<file path="config.mk">
export PLATFORM = sky130hd
export DESIGN_NAME = pwm_multi_ch
export DESIGN_NICKNAME = d
export VERILOG_FILES = /design/src/rtl/pwm_pkg.sv /design/src/rtl/pwm_ch_cmp.sv /design/src/rtl/pwm_multi_ch.sv
export SDC_FILE = /design/constraint.sdc
export NUM_CORES = 1
export LEC_CHECK = 0
export ABC_AREA = 1
export BUFFER_PORTS_ARGS = -buffer_cell sky130_fd_sc_hd__clkbuf_2
export CAP_MARGIN = 20
export CORE_ASPECT_RATIO = 0.75
export CORE_MARGIN = 2
export CORE_UTILIZATION = 35
export CTS_BUF_LIST = sky130_fd_sc_hd__clkbuf_16
export CTS_CLUSTER_DIAMETER = 60
export DETAILED_ROUTE_END_ITERATION = 12
export MAX_ROUTING_LAYER = met4
export RECOVER_POWER = 50
export SLEW_MARGIN = 10
export SYNTH_ARGS = -nofsm -noshare
export SYNTH_HDL_FRONTEND = slang
export SYNTH_SLANG_ARGS = --single-unit
</file>
<file path="constraint.sdc">
create_clock -name i_clk -period 3.9 [get_ports i_clk]
set_clock_uncertainty 0.05 [all_clocks]
set_input_delay 0.585 -clock i_clk [delete_from_list [all_inputs] [get_ports i_clk]]
set_output_delay 0.585 -clock i_clk [all_outputs]
set_load 0.02 [all_outputs]
</file>
<file path="src/rtl/pwm_pkg.sv">
// Shared constants for the multi-channel PWM: register map offsets and ctrl bit positions.
package pwm_pkg;

   localparam int DUTY_BASE = 0;
   localparam int EN_BIT    = 0;
   localparam int INV_BIT   = 1;
   localparam int CTRL_W    = 2;

   // Period and ctrl sit directly above the duty block, so their offsets follow the channel count.
   function automatic int period_ofs(input int n_ch);
      return DUTY_BASE + n_ch;
   endfunction

   function automatic int ctrl_ofs(input int n_ch);
      return DUTY_BASE + n_ch + 1;
   endfunction

endpackage

</file>
<file path="src/rtl/pwm_ch_cmp.sv">
// One PWM channel: double-buffered duty register, comparator against the shared counter,
// and registered output with global inversion.
module pwm_ch_cmp
   import pwm_pkg::*;
#(
   parameter int CNT_W = 8
) (
   input  logic             i_clk,
   input  logic             i_reset,
   input  logic             i_duty_we,
   input  logic [CNT_W-1:0] i_wdata,
   input  logic             i_load,
   input  logic             i_en,
   input  logic             i_inv,
   input  logic [CNT_W-1:0] i_cnt,
   output logic [CNT_W-1:0] o_duty_sh,
   output logic             o_pwm
);

   logic [CNT_W-1:0] duty_sh_reg;
   logic [CNT_W-1:0] duty_act_reg;
   logic             pwm_reg;

   // i_load samples the shadow before this edge's write, so a write on a wrap edge waits a period.
   always_ff @(posedge i_clk or posedge i_reset) begin
      if (i_reset) begin
         duty_sh_reg  <= '0;
         duty_act_reg <= '0;
         pwm_reg      <= 1'b0;
      end else begin
         if (i_duty_we)
            duty_sh_reg <= i_wdata;
         if (i_load)
            duty_act_reg <= duty_sh_reg;
         pwm_reg <= i_en ? ((i_cnt < duty_act_reg) ^ i_inv) : 1'b0;
      end
   end

   assign o_duty_sh = duty_sh_reg;
   assign o_pwm     = pwm_reg;

endmodule

</file>
<file path="src/rtl/pwm_multi_ch.sv">
// N-channel PWM generator: CPU register file, shared period counter with glitch-free
// period-boundary reloads, and one comparator channel per output.
module pwm_multi_ch
   import pwm_pkg::*;
#(
   parameter int N_CH   = 4,
   parameter int CNT_W  = 8,
   parameter int ADDR_W = 3
) (
   input  logic              i_clk,
   input  logic              i_reset,
   input  logic              i_cs,
   input  logic              i_we,
   input  logic [ADDR_W-1:0] i_addr,
   input  logic [CNT_W-1:0]  i_wdata,
   output logic [CNT_W-1:0]  o_rdata,
   output logic [N_CH-1:0]   o_pwm,
   output logic              o_period_end
);

   localparam logic [ADDR_W-1:0] PERIOD_ADDR = ADDR_W'(period_ofs(N_CH));
   localparam logic [ADDR_W-1:0] CTRL_ADDR   = ADDR_W'(ctrl_ofs(N_CH));

   logic              wr_en;
   logic              rd_en;
   logic              en;
   logic              inv;
   logic              wrap;
   logic              load;
   logic [CNT_W-1:0]  period_sh_reg;
   logic [CNT_W-1:0]  period_act_reg;
   logic [CNT_W-1:0]  cnt_reg;
   logic [CNT_W-1:0]  rdata_reg;
   logic [CNT_W-1:0]  rdata_next;
   logic [CTRL_W-1:0] ctrl_reg;
   logic              period_end_reg;
   logic [N_CH-1:0]   duty_we;
   logic [N_CH-1:0]   pwm_bits;
   logic [CNT_W-1:0]  duty_sh [N_CH];

   assign wr_en = !i_cs && i_we;
   assign rd_en = !i_cs && !i_we;
   assign en    = ctrl_reg[EN_BIT];
   assign inv   = ctrl_reg[INV_BIT];
   assign wrap  = en && (cnt_reg == period_act_reg);
   // While disabled the active copies track the shadows, so enabling starts from fresh values.
   assign load  = !en || wrap;

   generate
      for (genvar gi = 0; gi < N_CH; gi++) begin : g_ch
         assign duty_we[gi] = wr_en && (i_addr == ADDR_W'(DUTY_BASE + gi));

         pwm_ch_cmp #(
            .CNT_W (CNT_W)
         ) u_ch (
            .i_clk     (i_clk),
            .i_reset   (i_reset),
            .i_duty_we (duty_we[gi]),
            .i_wdata   (i_wdata),
            .i_load    (load),
            .i_en      (en),
            .i_inv     (inv),
            .i_cnt     (cnt_reg),
            .o_duty_sh (duty_sh[gi]),
            .o_pwm     (pwm_bits[gi])
         );
      end
   endgenerate

   always_comb begin
      rdata_next = '0;
      for (int k = 0; k < N_CH; k++) begin
         if (i_addr == ADDR_W'(DUTY_BASE + k))
            rdata_next = duty_sh[k];
      end
      if (i_addr == PERIOD_ADDR)
         rdata_next = period_sh_reg;
      if (i_addr == CTRL_ADDR)
         rdata_next = CNT_W'(ctrl_reg);
   end

   always_ff @(posedge i_clk or posedge i_reset) begin
      if (i_reset) begin
         period_sh_reg  <= '0;
         period_act_reg <= '0;
         ctrl_reg       <= '0;
         cnt_reg        <= '0;
         period_end_reg <= 1'b0;
         rdata_reg      <= '0;
      end else begin
         if (wr_en && (i_addr == PERIOD_ADDR))
            period_sh_reg <= i_wdata;
         if (wr_en && (i_addr == CTRL_ADDR))
            ctrl_reg <= i_wdata[CTRL_W-1:0];
         if (load)
            period_act_reg <= period_sh_reg;
         // Counter never passes period_act, so the increment cannot overflow.
         if (load)
            cnt_reg <= '0;
         else
            cnt_reg <= cnt_reg + CNT_W'(1);
         period_end_reg <= wrap;
         if (rd_en)
            rdata_reg <= rdata_next;
      end
   end

   assign o_rdata      = rdata_reg;
   assign o_pwm        = pwm_bits;
   assign o_period_end = period_end_reg;

endmodule
</file>
### After elaboration in Yosys (flattened, before gate mapping)

Cells that the tools add are included.

| storage, ports and cells | value |
|---|---|
| output and inout port bits | 13 |
| bits in registers | 103 |
| bits of input ports | 15 |
| logic and storage cells | 58 |

| cells by class | value |
|---|---|
| bitwise gates (word level) | 4 |
| muxes and demuxes | 11 |
| eq/ne operators | 6 |
| reduce and logical (&&, ||, !) cells | 14 |
| order comparisons | 4 |
| add/subtract/negate cells | 1 |

Operators by type and width:

| cell | count |
|---|---|
| $mux 8 | 7 |
| $lt 8x8->1 | 4 |
| $logic_and 1x1->1 | 9 |
| $add 8x1->8 const B | 1 |
| $eq 8x8->1 | 1 |
| $eq 3x2->1 const B | 2 |
| $eq 3x3->1 const B | 2 |
| $mux 1 | 4 |
| $xor 1x1->1 | 4 |
| $eq 3x1->1 const B | 1 |
| $logic_not 1->1 | 3 |
| $logic_not 3->1 | 1 |
| $logic_or 1x1->1 | 1 |

### Logic depth before layout (Yosys ltp)

| logic depth | value |
|---|---|
| depth in word-level cells | 7 |
| depth in mapped cells | 10 |
| mapped depth without buffers | 10 |

### Modules after synthesis

Synthesis repeated with hierarchy kept, for this count alone.

| unflattened totals | value |
|---|---|
| cell total of the unflattened synthesis | 607 |
| area, all modules | 5315.1 µm² |

By module, submodules not included:

| module | seq. area each (µm²) | cells an instance | area each (µm²) | instances |
|---|---|---|---|---|
| pwm_ch_cmp | 425.4 | 81 | 810.8 | 4 |
| pwm_multi_ch | 875.8 | 283 | 2072.0 | 1 |

### Least setup slack after synthesis

Ideal clock, no wire load.

| timing path | value |
|---|---|
| path type | input port to flip-flop |
| start point | input i_addr[2] |
| end point | register rdata_reg[2] (netlist: o_rdata[2]) |
| stages | 9 |
| data required time | 3.733 ns |
| arrival | 1.313 ns |
| slack | 2.421 ns |
| buffers on the path | 0 |
| setup time | 0.117 ns |
| path through | inv_1 > nand2_2 > nor2_4 > inv_2 > or2_0 > nand2_1 > nand2_1 > nand2_1 > nand2_1 |

| between the ends | value |
|---|---|
| cells in the longest elaborated chain, start to end | 7 |
| elaborated cells on any way between the ends | 12 |
| classes of those cells | 5 x eq/ne; 6 x mux; 1 x reduce/logical |

RTL lines:

| what | RTL line | text |
|---|---|---|
| start: declaration | pwm_multi_ch.sv:14 | `input logic [ADDR_W-1:0] i_addr,` |
| $logic_not 3->1 | pwm_multi_ch.sv:73 | `if (i_addr == ADDR_W'(DUTY_BASE + k))` |
| $mux 8 (4 in a row) | pwm_multi_ch.sv:73 |  |
| $mux 8 | pwm_multi_ch.sv:76 | `if (i_addr == PERIOD_ADDR)` |
| $mux 8 * | pwm_multi_ch.sv:78 | `if (i_addr == CTRL_ADDR)` |
| end signal: assignment | pwm_multi_ch.sv:104 | `rdata_reg <= rdata_next;` |
| end: declaration | pwm_multi_ch.sv:33 | `logic [CNT_W-1:0] rdata_reg;` |

Every way passes the cells marked *; elsewhere a longest branch is shown, timed or not.
A chain may end at the register's enable or synchronous reset.

==> flow_summary.toml <==
[run_status]
status = "complete, but fails checks"
violations = "capacitance limit, slew limit"

[final_layout]
final_cell_mix = "nand2_1 (225), dfrtp_1 (103), inv_1 (64)"
antenna_cells = 0
syn2layout_area_growth_pct = 9.701
final_nets = 706
final_common_cell = "nand2_1"
drive_above_1_share_pct = 10.04
num-fill-cells = 1508

[global_routing]
grt_pass1_wl_um = 21640
grt_pass1_vias = 3997
met1_usage_pct = 24.91
grt_use_met2_pct = 26.58
overflow = 0
antenna_found_initial = 0
grt_util_met3_pct = 3.374
gr-usage-all-layers_pct = 17.67
grt_max_degree = 84
top_usage_layer = "met2"

[die]
start_util_pct = 36.14
ios = 28
die_w_um = 145.8
die_area_um2 = 16080
die_h_um = 110.3
coreArea_um2 = 14600
rows = 38

[synthesis]
synthDominantCellAreaShare_pct = 48.86
synthDistinctLibCells = 29
synth_cells = 644
ys_ff_latch = 103
netlist_area_um2 = 5275
ys_seq_area_share_pct = 48.86
yosysWarnings = 0
synth_top_cell_by_area = "dfrtp_1"
avgSynthCellArea_um2 = 8.191
syn_nets = 688
synthTopCellsByArea = "dfrtp_1 (49%), nand2_1 (16%), ha_1 (6.9%)"

[sta]
tightest_slew_ns = 1.544
timing.final.crit_share_pct = 67.84
relSlewSlack_pct = -2.941
max_freq_ghz = 0.3779
maxSlewViolCount = 62
final-hold-violation-count = 0
tns_ns = 0
setup_violations = 0
grt_setup_unrepaired = "false"
finalCriticalPeriod_ns = 2.646

[detailed_routing]
vias = 4195
drc_errors = 0
drtAntennaViolNets = 0
wl_per_cell_um = 15.00
drt-total-wl_um = 13010
first_iter_violations = 354
dr.pass1.iters = 7
viasPerCell = 4.839

[power_and_ir_drop]
finalPower_mw = 3.709
power.density_nw_per_um2 = 640.9
power_leakage_nw = 3.054
irDropWorstVdd_mv = 0.3497

[clock_tree]
cts.sinks = 103
cts_setup_buffers = 0
cts_buffers = 9
worstSkewPairLatency_ns = 0.35
hold_buffers = 0
cts.htree.levels = 3
clock_path_buffers = 2
cts_resized = 0
cts_tree = "yes"
clkTransAtPathRegs_ns = 0.07
clockRootBuffer = "clkbuf_16"

[place]
hpwl_um = 9426
io_buffer_count = 27
place_congestion = 0.8731

[setup_path]
crit_path_start_kind = "primary input"
path_max_fanout = 61
reg2reg_from = "cnt_reg[4]"
crit_arrival_ns = 3.04
r2r_end = "g_ch[3].u_ch.duty_act_reg[3]"
path_class = "in -> async"
crit_required_ns = 4.30
reg2reg_slack_ns = 1.35
end_kind = "asynchronous set/reset pin"
rr_worst_depth = 7

[hold_path]
min_path_type = "in -> async"

[job]
drv_cap = 2
## where the power goes
group          internal [mW]  switching, mW
sequential              1.40          0.264
combinational          0.421          0.783
clock                  0.433          0.407
total                   2.25           1.45
## worst max-delay path, stage by stage
cell and delay (ns):
clkbuf_2 0.08, clkinvlp_2 0.56, clkbuf_2 1.23, clkbuf_1 0.52
## routing by layer
layer  vias up  routed length [um]
met5         -                   0
met4         0                 136
met3        14                 440
met2        80                5871
met1      2035                6560
li1       2066                   -
## cell usage after synthesis, drive strengths merged
cell	count
clkbuf	4
a21oi	19
nor3	5
nand4	4
o21a	4
nor2	35
inv	67
buf	20
nand2	235
ha	29
xnor2	8
nand3	54
or2	2
clkinv	1
dfrtp	103
xor2	2
o21ai	52
## kinds of logic after synthesis
| group | share of synthesized area [%] |
|---|---|
| simple gates | 26.92 |
| flops | 48.86 |
| buf+inv | 7.803 |
| compound gates | 7.875 |
| fa+ha+maj | 6.879 |
| xor+xnor | 1.660 |
## metrics by stage
stage	hold slack, ns	setup slack [ns]	cell area (um2)	util [%]	cells
global route	0.3857	0.7311	5787	39.65	867
finish	0.3218	1.254	5787	39.65	867
CTS	0.4287	1.339	5803	39.76	866
floorplan	0.4068	0.5612	5275	-	644
detailed placement	0.4229	1.363	5529	37.88	850
global placement	0.4189	1.390	5529	37.88	850
## cell type report
cell class                      count  area (um2)  share of cell area [%]
Sequential cell                   103        2577                   44.54
Tap cell                          200       250.2                   4.324
Multi-Input combinational cell    449        2275                   39.31
Clock inverter                      7       48.80                  0.8432
Timing Repair Buffer               31       153.9                   2.659
Clock buffer                        9       225.2                   3.892
Inverter                           68       256.5                   4.432
## worst max path at each step
| stage | cells after the start | start | endpoint |
|---|---|---|---|
| finish | 4 | i_reset | g_ch[3].u_ch.duty_act_reg[3] |
| global route | 4 | i_reset | g_ch[3].u_ch.duty_act_reg[3] |
| CTS | 7 | cnt_reg[4] | g_ch[3].u_ch.duty_act_reg[3] |
| detailed placement | 7 | cnt_reg[4] | g_ch[3].u_ch.duty_act_reg[3] |
| global placement | 7 | cnt_reg[4] | g_ch[1].u_ch.duty_act_reg[4] |
| floorplan | 1 | i_reset | cnt_reg[0] |
No activity file was read; power rests on OpenSTA's default activity.
